<file path="src/rtl/req_arbiter.sv">
// req_arbiter: single-holder request arbiter with registered one-hot grant.
// Grants are held until the holder signals done, drops its request, or the
// hold timer expires (HOLD_MAX cycles, 0 = unlimited). At least one idle
// cycle always separates consecutive grants.
// Build option: define ROUND_ROBIN_EN for rotating priority. Leave it
// undefined for fixed priority, where channel 0 is highest.
module req_arbiter #(
    parameter int unsigned N        = 4,
    parameter int unsigned IW       = 2,
    parameter int unsigned HOLD_MAX = 8
) (
    input  logic          clk,
    input  logic          rst,
    input  logic [N-1:0]  req,
    input  logic          done,
    output logic [N-1:0]  gnt,
    output logic [IW-1:0] gnt_idx,
    output logic          gnt_vld
);

    localparam logic [0:0] IDLE = 1'b0;
    localparam logic [0:0] HOLD = 1'b1;

    // Hold counter width; one bit minimum so HOLD_MAX = 0 still elaborates
    localparam int unsigned CW  = (HOLD_MAX == 0) ? 1 : $clog2(HOLD_MAX + 1);
    localparam int unsigned HM1 = (HOLD_MAX == 0) ? 0 : HOLD_MAX - 1;
    localparam logic [CW-1:0] CNT_LAST = CW'(HM1);
    localparam logic [CW-1:0] CNT_SAT  = CW'(HOLD_MAX);

    logic [0:0]    state;
    logic [0:0]    state_nxt;
    logic [CW-1:0] cnt;
    logic [CW-1:0] cnt_nxt;
    logic [N-1:0]  gnt_nxt;
    logic [IW-1:0] idx_nxt;
    logic          vld_nxt;

    logic          win_any;
    logic [IW-1:0] win_idx;
    logic          grant_take;
    logic          holder_req;
    logic          timeout;
    logic          release_hold;

`ifdef ROUND_ROBIN_EN
    logic [IW-1:0]  ptr;
    logic [IW-1:0]  ptr_nxt;
    logic [2*N-1:0] req_dbl;
    logic [N-1:0]   req_rot;
    logic [IW:0]    sum;
    logic [IW:0]    inc;

    // Rotating search: rotate req so the pointer channel lands at bit 0
    always_comb begin
        req_dbl = {req, req} >> ptr;
        req_rot = req_dbl[N-1:0];
        win_any = 1'b0;
        win_idx = '0;
        sum     = '0;
        for (int unsigned k = 0; k < N; k++) begin
            if (!win_any && req_rot[k]) begin
                win_any = 1'b1;
                sum     = {1'b0, ptr} + (IW+1)'(k);
                if (sum >= (IW+1)'(N)) begin
                    sum = sum - (IW+1)'(N);
                end
                win_idx = sum[IW-1:0];
            end
        end
    end

    // Pointer advances past the winner on every new grant
    always_comb begin
        inc     = {1'b0, win_idx} + (IW+1)'(1);
        ptr_nxt = ptr;
        if (grant_take) begin
            ptr_nxt = (inc == (IW+1)'(N)) ? '0 : inc[IW-1:0];
        end
    end

    // Pointer register
    always_ff @(posedge clk or posedge rst) begin
        if (rst) begin
            ptr <= '0;
        end else begin
            ptr <= ptr_nxt;
        end
    end
`else
    // Fixed priority: lowest asserted index wins
    always_comb begin
        win_any = 1'b0;
        win_idx = '0;
        for (int unsigned k = 0; k < N; k++) begin
            if (!win_any && req[k]) begin
                win_any = 1'b1;
                win_idx = IW'(k);
            end
        end
    end
`endif

    // Release conditions for the current holder
    always_comb begin
        holder_req   = |(req & gnt);
        timeout      = (HOLD_MAX != 0) && (cnt == CNT_LAST);
        release_hold = done || !holder_req || timeout;
    end

    // Next-state and next-output decode
    always_comb begin
        state_nxt  = state;
        cnt_nxt    = cnt;
        gnt_nxt    = gnt;
        idx_nxt    = gnt_idx;
        vld_nxt    = gnt_vld;
        grant_take = 1'b0;
        case (state)
            IDLE: begin
                gnt_nxt = '0;
                idx_nxt = '0;
                vld_nxt = 1'b0;
                cnt_nxt = '0;
                if (win_any) begin
                    state_nxt  = HOLD;
                    gnt_nxt    = N'(1) << win_idx;
                    idx_nxt    = win_idx;
                    vld_nxt    = 1'b1;
                    grant_take = 1'b1;
                end
            end
            HOLD: begin
                if (release_hold) begin
                    state_nxt = IDLE;
                    gnt_nxt   = '0;
                    idx_nxt   = '0;
                    vld_nxt   = 1'b0;
                    cnt_nxt   = '0;
                end else if ((HOLD_MAX != 0) && (cnt != CNT_SAT)) begin
                    cnt_nxt = cnt + CW'(1);
                end
            end
            default: begin
                state_nxt = IDLE;
                gnt_nxt   = '0;
                idx_nxt   = '0;
                vld_nxt   = 1'b0;
                cnt_nxt   = '0;
            end
        endcase
    end

    // State, counter and registered outputs
    always_ff @(posedge clk or posedge rst) begin
        if (rst) begin
            state   <= IDLE;
            cnt     <= '0;
            gnt     <= '0;
            gnt_idx <= '0;
            gnt_vld <= 1'b0;
        end else begin
            state   <= state_nxt;
            cnt     <= cnt_nxt;
            gnt     <= gnt_nxt;
            gnt_idx <= idx_nxt;
            gnt_vld <= vld_nxt;
        end
    end

endmodule

</file>
<file path="config.mk">
export PLATFORM = sky130hd
export DESIGN_NAME = req_arbiter
export DESIGN_NICKNAME = d
export VERILOG_FILES = /design/src/rtl/req_arbiter.sv
export SDC_FILE = /design/constraint.sdc
export NUM_CORES = 1
export LEC_CHECK = 0
export ABC_AREA = 1
export BUFFER_PORTS_ARGS = -buffer_cell sky130_fd_sc_hd__clkbuf_2
export CORE_AREA = 10 10 47 49
export CTS_CLUSTER_DIAMETER = 30
export CTS_CLUSTER_SIZE = 14
export DETAILED_ROUTE_END_ITERATION = 10
export DIE_AREA = 0 0 57 59
export PLACE_DENSITY = 0.82
export SLEW_MARGIN = 40
export SYNTH_ARGS = -nofsm -noshare
export SYNTH_HDL_FRONTEND = slang
export SYNTH_SLANG_ARGS = --single-unit
</file>
<file path="constraint.sdc">
create_clock -name clk -period 1.25 [get_ports clk]
set_input_delay 0.125 -clock clk [delete_from_list [all_inputs] [get_ports clk]]
set_output_delay 0.125 -clock clk [all_outputs]
set_load 0.02 [all_outputs]
</file>
# == After elaboration in Yosys (flattened, before gate mapping) ==
# Index checks and enable logic that the tools add are counted.
# totals
regBits,12
output_inout_bits,7
inputBits,7
wordCells,44
# classes
n_addsub,1
bitwise,2
n_eq_ne,4
muxes,21
shift,1
reduce_logical,10
# op_table
operator,n
4-bit 2-to-1 mux,4
4-bit case mux with 2 select lines,2
1-bit 2-to-1 mux,8
2-bit 2-to-1 mux,4
4-bit by 1-bit adder with 4-bit output (second input constant),1
4-bit bitwise AND,1
4-bit by 3-bit equality test with 1-bit output (second input constant),1
1-bit zero test,4
4-bit != test (second input constant),1
1-bit case mux with 2 select lines,2
2-bit case mux with 2 select lines,1
4-bit OR reduction,1
1-bit by 2-bit left shift with 4-bit output (first input constant),1
1-bit logical AND,3
3-bit by 1-bit != test with 1-bit output (second input constant),1
1-bit logical OR,2
2-bit by 1-bit != test with 1-bit output (second input constant),1
1-bit inverter,1

# == Depth between registers and ports, before layout ==
# Gate-level depths: netlist of the first run.
# logic_depth
word_depth,13
ltp_mapped,8
ltp_nobuf,8

# == Least setup slack after synthesis of the first run ==
# OpenSTA, ideal clock, no wires.
# synth_timing
kind,register to register
startpoint,register cnt[0]
endpoint,register cnt[1]
path_buffers,0
required_ps,1181
arrival_ps,1073
setup_time_ps,69
path_stages_with_launch,7
synth_period_minus_slack_ps,1142
path_slack_ps,108
path_cell_list,dfrtp_1 > ha_1 > nand2_2 > nor2_2 > nor2_4 > nand2_4 > nor2_2
# synth_between
elab_chain_cells,4
elab_cells_between_ends,8
classes_between,1 x add/sub; 3 x eq/ne; 3 x mux; 1 x reduce/logical
# synth_rtl
item,line_no,source
"start, declared",32,logic [CW-1:0] cnt;
"start signal, assigned",163,cnt <= cnt_nxt;
4-bit by 1-bit adder with 4-bit output / 4-bit by 3-bit equality test with 1-bit output (equally long branches),"140, 106",
4-bit 2-to-1 mux / 1-bit logical OR (equally long branches),"139, 107",
4-bit 2-to-1 mux,133,if (release_hold) begin
4-bit case mux with 2 select lines,118,case (state)
# Several ways; a longest one is shown, not always the timed one. The select of a mux whose other input is x is not followed.
# A chain may end at the register's enable or synchronous reset.

# == Worst setup path in the final report of the first run ==
# layout_timing
startpoint,register cnt[1]
endpoint,register cnt[1]
# Same word-level chain as after synthesis.

==> results of run 1 <==
## logic make-up after synthesis
| family | count (synthesis) |
|---|---|
| simple gates | 52 |
| flops | 12 |
| buf+inv | 10 |
| compound gates | 3 |
| fa+ha+maj | 2 |
| xor+xnor | 1 |
## cell usage after synthesis
library cell,n
nand2_1,27
dfrtp_1,12
nand3_1,10
inv_1,9
nor2_1,5
nor2_2,5
ha_1,2
nand2_4,2
inv_2,1
nand2_2,1
nand4_1,1
nor2_4,1
o211ai_1,1
o21a_1,1
o21ai_1,1
xor2_1,1
## final timing paths
| path | endpoint | slack [ns] | cells past startpoint |
|---|---|---|---|
| worst max-delay path | cnt[1] | 0.04 | 6 |
| min in group asynchronous | cnt[3] | 0.39 | 3 |
| worst min register to register | gnt_vld | 0.52 | 2 |
| worst min-delay path | gnt[0] | 0.12 | 3 |
| max in group asynchronous | cnt[0] | 0.55 | 3 |
| worst max register to register | cnt[1] | 0.04 | 6 |
## worst max-delay path, delay by kind of cell (launching register included)
family | cells | cell delay (ns)
and+or+nand+nor | 5 | 0.54
DFF | 1 | 0.41
adders and majority gates | 1 | 0.21
## metrics by stage
stage | power (W) | instance area, um^2 | hold slack, ns
2_1_floorplan | 0.000775 | 639 | -0.0103
3_3_place_gp | 0.000883 | 724 | 0.125
3_5_place_dp | 0.000896 | 724 | 0.137
4_1_cts | 0.00112 | 759 | 0.123
5_1_grt | 0.00120 | 782 | 0.141
6_report | 0.00113 | 782 | 0.122
## routing by layer
| layer | track usage, % | up-vias |
|---|---|---|
| li1 | - | 290 |
| met5 | 0 | - |
| met4 | 6.04 | 0 |
| met2 | 14.6 | 19 |
| met3 | 2.15 | 4 |
| met1 | 8.90 | 256 |
## power by group
group | total, W | internal, W | switching, W | leakage (nW)
combinational | 0.000386 | 0.000122 | 0.000264 | 0.253
clock | 0.000232 | 0.000112 | 0.000120 | 0.0138
sequential | 0.000512 | 0.000459 | 0.0000527 | 0.160
total | 0.00113 | 0.000693 | 0.000437 | 0.427
## flip-flops by register name (all words and copies together) (netlist names)
signal	cells
cnt	4
state	1
gnt	4
gnt_vld	1
gnt_idx	2
## repair_timing
action | CTS | global route
pin swaps | 1 | 7
buffers inserted | 0 | 2
hold endpoints to repair | 12 | 0
endpoints found under the setup margin | 1 | 12
hold buffers | 1 | 0
gates resized for setup | 1 | 2
## final cells by class
type                       instances  area [um^2]  share of cell area [%]
inverter                          10         37.5                    4.80
clock buffer                       3         22.5                    2.88
multi-input combinational         58          312                    39.8
timing repair buffer              16         90.1                    11.5
sequential                        12          300                    38.4
tap                               16         20.0                    2.56
==> qor.csv, run 1 <==
metric,value,unit
status,completed,
Ports,14,
CP peak stage delay,0.41,ns
first-pass GRT wire length,2310,um
Syn Inst Count,80,
DRC violations left,0,
startpoint types,register,
leading post-synthesis cells by cell area,"dfrtp_1 (47%), nand2_1 (16%), nand3_1 (7.8%), inv_1 (5.3%), nor2_2 (4.9%)",
buffers added on ports,13,
Synth Area in Compound Gates,3.13,%
"area leader, netlist",dfrtp_1,
die height,59,um
vias per inst,4.95,
Setup WS post-layout,0.0373,ns
WP data arrival,1.42,ns
Adder-Cell Fraction of Synth Area,3.91,%
number of fill cells,137,
most frequent cells in the layout,"nand2_1 (27), clkbuf_2 (13), dfrtp_1 (12)",
vias in the first global route,554,
YS warnings,0,
ANT cells,0,
CTS sink count,12,
met2 wire length,688,um
gpl congestion,0.774,
post-synthesis xor/xnor area fraction,1.37,%
CP Max Fanout,8,
leak pwr,0.427,nW
Final Slew Violations,0,
largest family of logic cells by synthesized area,simple AND/OR/NAND/NOR gates,
Die Width,57,um
worst-path cell chain,"ha_2, nand2_2, nor2_2, nor2_4, nand2_4, nor2_2",
Synth Area in Simple Gates,38.7,%
worst path required time,1.46,ns
post-route ant nets,0,
DR vias,569,
unrepaired setup endpoints after global routing,true,
Hold/Removal Path Class,input pin to register,
TNS Setup,0,ns
syn nets,89,
CP endpoint kind,register,
area share of the largest cell type after synthesis,47.0,%
starting density of the core,45.6,%
final net count,110,
Hold Path Origin,req[0],
WL final,1340,um
final hold violations,0,
GR Util All Layers,8.51,%
"Max stage delay cell, worst path",dfrtp_1,
"Clk Latency, worst-skew pair",0.27,ns
clk buf depth,2,
WL/cell,11.7,um
fraction of layout cells with a size suffix above 1,31.3,%
highest metal used,met4,
Root Buffer,clkbuf_4,
post-layout util,55.8,%
Max Freq,825,MHz
maxcap violations,0,
Synth Cell Area,639,um^2
Inst Count DP,109,
Layout Cells excl Fill,115,
sequential share of the synthesized area,47.0,%
Critical Path Start,cnt[1],
"commonest non-fill, non-tap cell in the layout",nand2_1,
DPL Wire Length,1050,um
Setup-failing EPs final,0,
Post-Place Setup Slack,0.00973,ns
drt pass-1 iters,4,
site row count,14,
Slew HR,69.6,%
most frequent CP cell,nor2_2,
initial antenna violation count,0,
multiplexer share of the synthesized area,0,%
CP Class,register to register,
DR iter-0 viols,17,
reg2reg start,cnt[1],
grt ovf,0,
maximum number of pins on one net before global-route repair,13,
VDD IR max,0.000781,V
Syn Area/Cell,7.99,um^2
Met3 Wirelength,81,um
PwrDens,1440,nW/um^2
Synth-to-Final Area Change,22.3,%
Final Cycle Share,97.0,%
skew final,0.00434,ns
die area,3360,um^2
M1 WL,546,um
library cells used by synthesis,16,
CORE AREA,1400,um^2
fin crit period,1.21,ns
clk slew on worst S/H paths,0.07,ns
"FF+latch count, synth",12,
CTS Buf Count,3,
CTS tree,done,
worst-margin pin slew,0.456,ns
H-Tree Depth,1,
No activity file was read; power rests on OpenSTA's default activity.
==> inputs of run 2 (changes only) <==
--- a/config.mk
+++ b/config.mk
@@ -5,14 +5,14 @@
 export SDC_FILE = /design/constraint.sdc
 export NUM_CORES = 1
 export LEC_CHECK = 0
-export ABC_AREA = 1
+export ABC_AREA = 0
 export BUFFER_PORTS_ARGS = -buffer_cell sky130_fd_sc_hd__clkbuf_2
 export CORE_AREA = 10 10 47 49
 export CTS_CLUSTER_DIAMETER = 30
 export CTS_CLUSTER_SIZE = 14
 export DETAILED_ROUTE_END_ITERATION = 10
 export DIE_AREA = 0 0 57 59
-export PLACE_DENSITY = 0.82
+export PLACE_DENSITY = 0.75
 export SLEW_MARGIN = 40
 export SYNTH_ARGS = -nofsm -noshare
 export SYNTH_HDL_FRONTEND = slang
==> qor.csv, run 2 <==
metric,value,unit
"Clk Latency, worst-skew pair",0.29,ns
reg2reg start,gnt[0],
leak pwr,0.400,nW
Power Total,0.00120,W
DPL Wire Length,990,um
Largest regs,"cnt: 4 flops, gnt: 4 flops, gnt_idx: 2 flops",
most common cell in the netlist,dfrtp_1,
most frequent cells in the layout,"clkbuf_2 (13), dfrtp_1 (10), buf_4 (7)",
placed cell areas,697,um^2
site row count,14,
skew final,0.00275,ns
Root Buffer,clkbuf_4,
maxcap violations,0,
first-pass GRT wire length,2260,um
"area leader, netlist",dfrtp_1,
die height,59,um
CP peak stage delay,0.40,ns
area share of the largest cell type after synthesis,53.9,%
library cells used by synthesis,19,
final net count,87,
H-Tree Depth,1,
WL final,1390,um
final hold violations,0,
Critical path buffers and inverters,0,
status,finished with violations,
gpl congestion,0.758,
Synth-to-Final Area Change,42.7,%
Inst Count DP,86,
Setup WS post-layout,-0.0338,ns
CTS Buf Count,3,
Synth Cell Area,557,um^2
most frequent CP cell,a22o_1,
CORE AREA,1400,um^2
PwrDens,1510,nW/um^2
Critical Path Start,gnt[0],
syn nets,59,
"FF+latch count, synth",12,
initial antenna violation count,0,
CP Max Fanout,6,
Async SR Flop Fraction,100,%
"Max stage delay cell, worst path",dfrtp_2,
WL/cell,14.9,um
post-route ant nets,0,
Syn Area/Cell,11.1,um^2
leading post-synthesis cells by cell area,"dfrtp_1 (54%), a22o_1 (7.9%), inv_1 (4.7%), ha_1 (4.5%), o21ai_0 (4.5%)",
cell count along the critical path,3,
Synth top cells by count,"dfrtp_1 (12), inv_1 (7), a22o_1 (5), o21ai_0 (5), nor2_1 (4)",
startpoint types,register,
CP Class,register to register,
buffers added on ports,13,
Ports,14,
CTS sink count,12,
GR Util All Layers,8.28,%
maximum number of pins on one net before global-route repair,13,
DR vias,481,
"delay-heaviest family, CP",compound AO/OA/AOI/OAI gates,
fraction of layout cells with a size suffix above 1,48.1,%
Syn Inst Count,50,
VDD IR max,0.000835,V
drt pass-1 iters,4,
die area,3360,um^2
WP data arrival,1.47,ns
worst-margin pin slew,0.460,ns
Critical R2R Capture,gnt[1],
post-layout util,56.7,%
Hold/Removal Path Class,input pin to register,
number of synthesized flops with an enable pin,0,
clk buf depth,2,
Die Width,57,um
R2R Setup Slk,-0.03,ns
CTS tree,done,
vias in the first global route,518,
Setup-failing EPs final,4,
ANT cells,0,
YS warnings,0,
"commonest non-fill, non-tap cell in the layout",clkbuf_2,
starting density of the core,39.7,%
clk slew on worst S/H paths,0.08,ns
worst-path cell chain,"a22o_1, o2111a_2, a22o_1",
DRC violations left,0,
ys flop type,dfrtp_1,
sequential share of the synthesized area,53.9,%
vias per inst,5.17,
Max Freq,779,MHz
DR iter-0 viols,10,
fin crit period,1.28,ns
worst setup path end,gnt[1],
Slew HR,69.3,%
violated checks,setup timing,
post-route design area,795,um^2
TNS Setup,-0.0931,ns
worst path required time,1.43,ns
Final Slew Violations,0,
Final Cycle Share,103,%
Layout Cells excl Fill,93,
unrepaired setup endpoints after global routing,true,
R2R depth,3,
CP endpoint kind,register,
grt ovf,0,
-- run 2: kinds of logic after synthesis --
family	synth area share [%]
mux	1.80
flops	53.9
xor+xnor	4.72
compound gates	19.5
simple gates	10.8
fa+ha+maj	4.49
buf+inv	4.72
-- run 2: layout make-up --
cell class / instances / area, um^2
flip-flops and latches: 12 / 303
repair buffers: 23 / 150
well taps: 16 / 20.0
multi-input cells: 31 / 254
fillers: 139 / 607
clock buffers: 4 / 36.3
inverters: 7 / 31.3
-- run 2: how the worst min path moves through the flow --
stage	start	to	slack, ns	cells past startpoint
6_report	req[3]	gnt_idx[1]	0.13	3
5_1_grt	req[0]	gnt[0]	0.17	2
4_1_cts	req[3]	gnt_idx[1]	0.12	3
3_5_place_dp	rst	cnt[1]	0.14	2
3_3_place_gp	rst	cnt[0]	0.12	2
2_1_floorplan	rst	cnt[0]	-0.01	1
-- run 2: where the power goes --
part           switching, W  internal [W]  leakage (nW)  total, W
registers         0.0000630      0.000460         0.157  0.000523
clock network      0.000151      0.000178        0.0210  0.000329
logic              0.000194      0.000157         0.222  0.000351
total              0.000408      0.000795         0.400   0.00120
-- run 2: worst reg2reg max path, stage by stage (launching register included) --
cell and delay [ns]:
dfrtp_2 0.40, a22o_1 0.22, o2111a_2 0.31, a22o_1 0.24
-- run 2: metrics by stage --
stage                     setup WS, ns  hold WS (ns)
after floorplan                -0.0496       -0.0104
after global placement         -0.0145         0.120
after detailed placement       -0.0329         0.141
after CTS                      -0.0428         0.124
after global routing           -0.0640         0.172
final                          -0.0338         0.129
-- run 2: layer usage --
layer	wire length, um	GRT usage [%]
met1	600	9.23
met2	680	13.3
met3	78	2.79
met4	27	5.03
met5	0	0
-- run 2: what timing repair did --
action / CTS / global route
pin swaps: 1 / 7
buffers inserted: 1 / 1
gates resized for setup: 1 / 12
hold buffers: 1 / 0
setup endpoints to repair: 9 / 10
hold endpoints to repair: 12 / 0
==> inputs of run 3 (changes only) <==
--- a/config.mk
+++ b/config.mk
@@ -7,12 +7,12 @@
 export LEC_CHECK = 0
 export ABC_AREA = 0
 export BUFFER_PORTS_ARGS = -buffer_cell sky130_fd_sc_hd__clkbuf_2
-export CORE_AREA = 10 10 47 49
+export CORE_MARGIN = 10
+export CORE_UTILIZATION = 40
 export CTS_CLUSTER_DIAMETER = 30
 export CTS_CLUSTER_SIZE = 14
 export DETAILED_ROUTE_END_ITERATION = 10
-export DIE_AREA = 0 0 57 59
-export PLACE_DENSITY = 0.75
+export PLACE_DENSITY = 0.73
 export SLEW_MARGIN = 40
 export SYNTH_ARGS = -nofsm -noshare
 export SYNTH_HDL_FRONTEND = slang
==> constraint.sdc (replaced) <==
create_clock -name clk -period 1.6 [get_ports clk]
set_input_delay 0.16 -clock clk [delete_from_list [all_inputs] [get_ports clk]]
set_output_delay 0.16 -clock clk [all_outputs]
set_load 0.02 [all_outputs]
==> qor.csv, run 3 (synthesis results as in run 2) <==
metric,value,unit
DR iter-0 viols,5,
Layout Cells excl Fill,83,
post-route ant nets,0,
fraction of layout cells with a size suffix above 1,29.4,%
skew final,0.00684,ns
final net count,78,
Ports,14,
"delay-heaviest family, CP",compound AO/OA/AOI/OAI gates,
TNS Setup,0,ns
Inst Count DP,78,
CTS sink count,12,
Critical Path Start,gnt[0],
"commonest non-fill, non-tap cell in the layout",clkbuf_2,
grt ovf,0,
Critical R2R Capture,gnt[2],
DR vias,439,
Largest regs,"cnt: 4 flops, gnt: 4 flops, gnt_idx: 2 flops",
startpoint types,register,
worst setup path end,gnt[2],
die height,57.3,um
final hold violations,0,
first-pass GRT wire length,1920,um
"Max stage delay cell, worst path",dfrtp_1,
worst-path cell chain,"a22o_1, o2111a_2, a22o_1",
R2R depth,3,
CORE AREA,1300,um^2
clk buf depth,2,
WL final,1160,um
R2R Setup Slk,0.29,ns
fin crit period,1.31,ns
CTS Buf Count,3,
WL/cell,14.0,um
starting density of the core,42.8,%
ANT cells,0,
PwrDens,1250,nW/um^2
"Clk Latency, worst-skew pair",0.28,ns
Slew HR,70.0,%
DRC violations left,0,
CP endpoint kind,register,
worst path required time,1.76,ns
Final Cycle Share,81.7,%
maximum number of pins on one net before global-route repair,13,
cell count along the critical path,3,
Synth-to-Final Area Change,23.4,%
CP peak stage delay,0.40,ns
site row count,13,
GR Util All Layers,7.46,%
maxcap violations,0,
gpl congestion,0.782,
worst-margin pin slew,0.450,ns
clk slew on worst S/H paths,0.08,ns
status,completed,
Max Freq,765,MHz
CP Class,register to register,
most frequent CP cell,a22o_1,
Hold/Removal Path Class,input pin to register,
unrepaired setup endpoints after global routing,false,
most frequent cells in the layout,"clkbuf_2 (13), dfrtp_1 (12), inv_1 (7)",
Power Total,0.000857,W
drt pass-1 iters,2,
VDD IR max,0.000740,V
initial antenna violation count,0,
leak pwr,0.351,nW
buffers added on ports,13,
post-cts gate resize count,0,
WP data arrival,1.47,ns
vias per inst,5.29,
reg2reg start,gnt[0],
worst hold slack,0.169,ns
H-Tree Depth,1,
vias in the first global route,461,
CP Max Fanout,6,
Final Slew Violations,0,
die area,3280,um^2
CTS tree,done,
Root Buffer,clkbuf_4,
Setup-failing EPs final,0,
Critical path buffers and inverters,0,
number of fill cells,123,
Die Width,57.3,um
[run 3: changes by cell type in the layout (fill, tap and decap cells not counted), moves of 2 or more]
cell     change
ha_1         +2
dfrtp_1      +2
inv_1        +2
buf_4        -7
inv_4        -2
buf_6        -2
o21ai_0      +2
dfrtp_2      -2
[run 3: layer usage]
layer  global-route usage (%)  vias up  part of all wire, %  wire length, um
met3                     5.53        2                  8.0               93
met5                        0        -                    0                0
met1                     7.92      210                   43              499
li1                         -      217                    -                -
met2                     11.0       10                   48              560
met4                     3.02        0                 0.69                8
[run 3: where the power goes]
part / leakage, nW / switching, W / internal [W] / total [W]
sequential: 0.160 / 0.0000518 / 0.000358 / 0.000410
combinational: 0.171 / 0.000124 / 0.0000816 / 0.000206
clock: 0.0210 / 0.000103 / 0.000138 / 0.000242
[run 3: layout make-up]
cell class / instances / area (um^2) / area share (%)
flip-flops and latches: 12 / 300 / 43.7
well taps: 15 / 18.8 / 2.73
multi-input cells: 31 / 230 / 33.5
repair buffers: 14 / 75.1 / 10.9
inverters: 7 / 26.3 / 3.83
clock buffers: 4 / 36.3 / 5.28
[run 3: worst reg2reg max path: cells and delay by family (launching register included)]
family,cells,cell delay [ns]
AOI/OAI and AO/OA,3,0.80
DFF,1,0.40
[run 3: through the flow]
stage	worst slack (ns)	area, um^2	utilization, %
after global placement	0.304	641	49.2
after global routing	0.128	687	52.8
after detailed placement	0.275	641	49.2
after CTS	0.261	687	52.8
final	0.292	687	52.8
after floorplan	0.282	557	-
[run 3: timing repair]
| action | 4_1_cts | 5_1_grt |
|---|---|---|
| hold endpoints to repair | 12 | 0 |
| hold buffers | 1 | 0 |
| setup buffers | 0 | 0 |
| setup endpoints to repair | 0 | 0 |
[run 3: worst min-delay path by stage]
stage,from,end,slack (ns),depth (start not counted)
after floorplan,rst,cnt[0],0.02,1
after global placement,rst,gnt_vld,0.16,2
after detailed placement,rst,gnt_idx[0],0.17,2
after CTS,req[3],gnt_idx[1],0.16,3
after global routing,req[2],gnt[2],0.17,2
final,req[3],gnt_idx[1],0.17,3
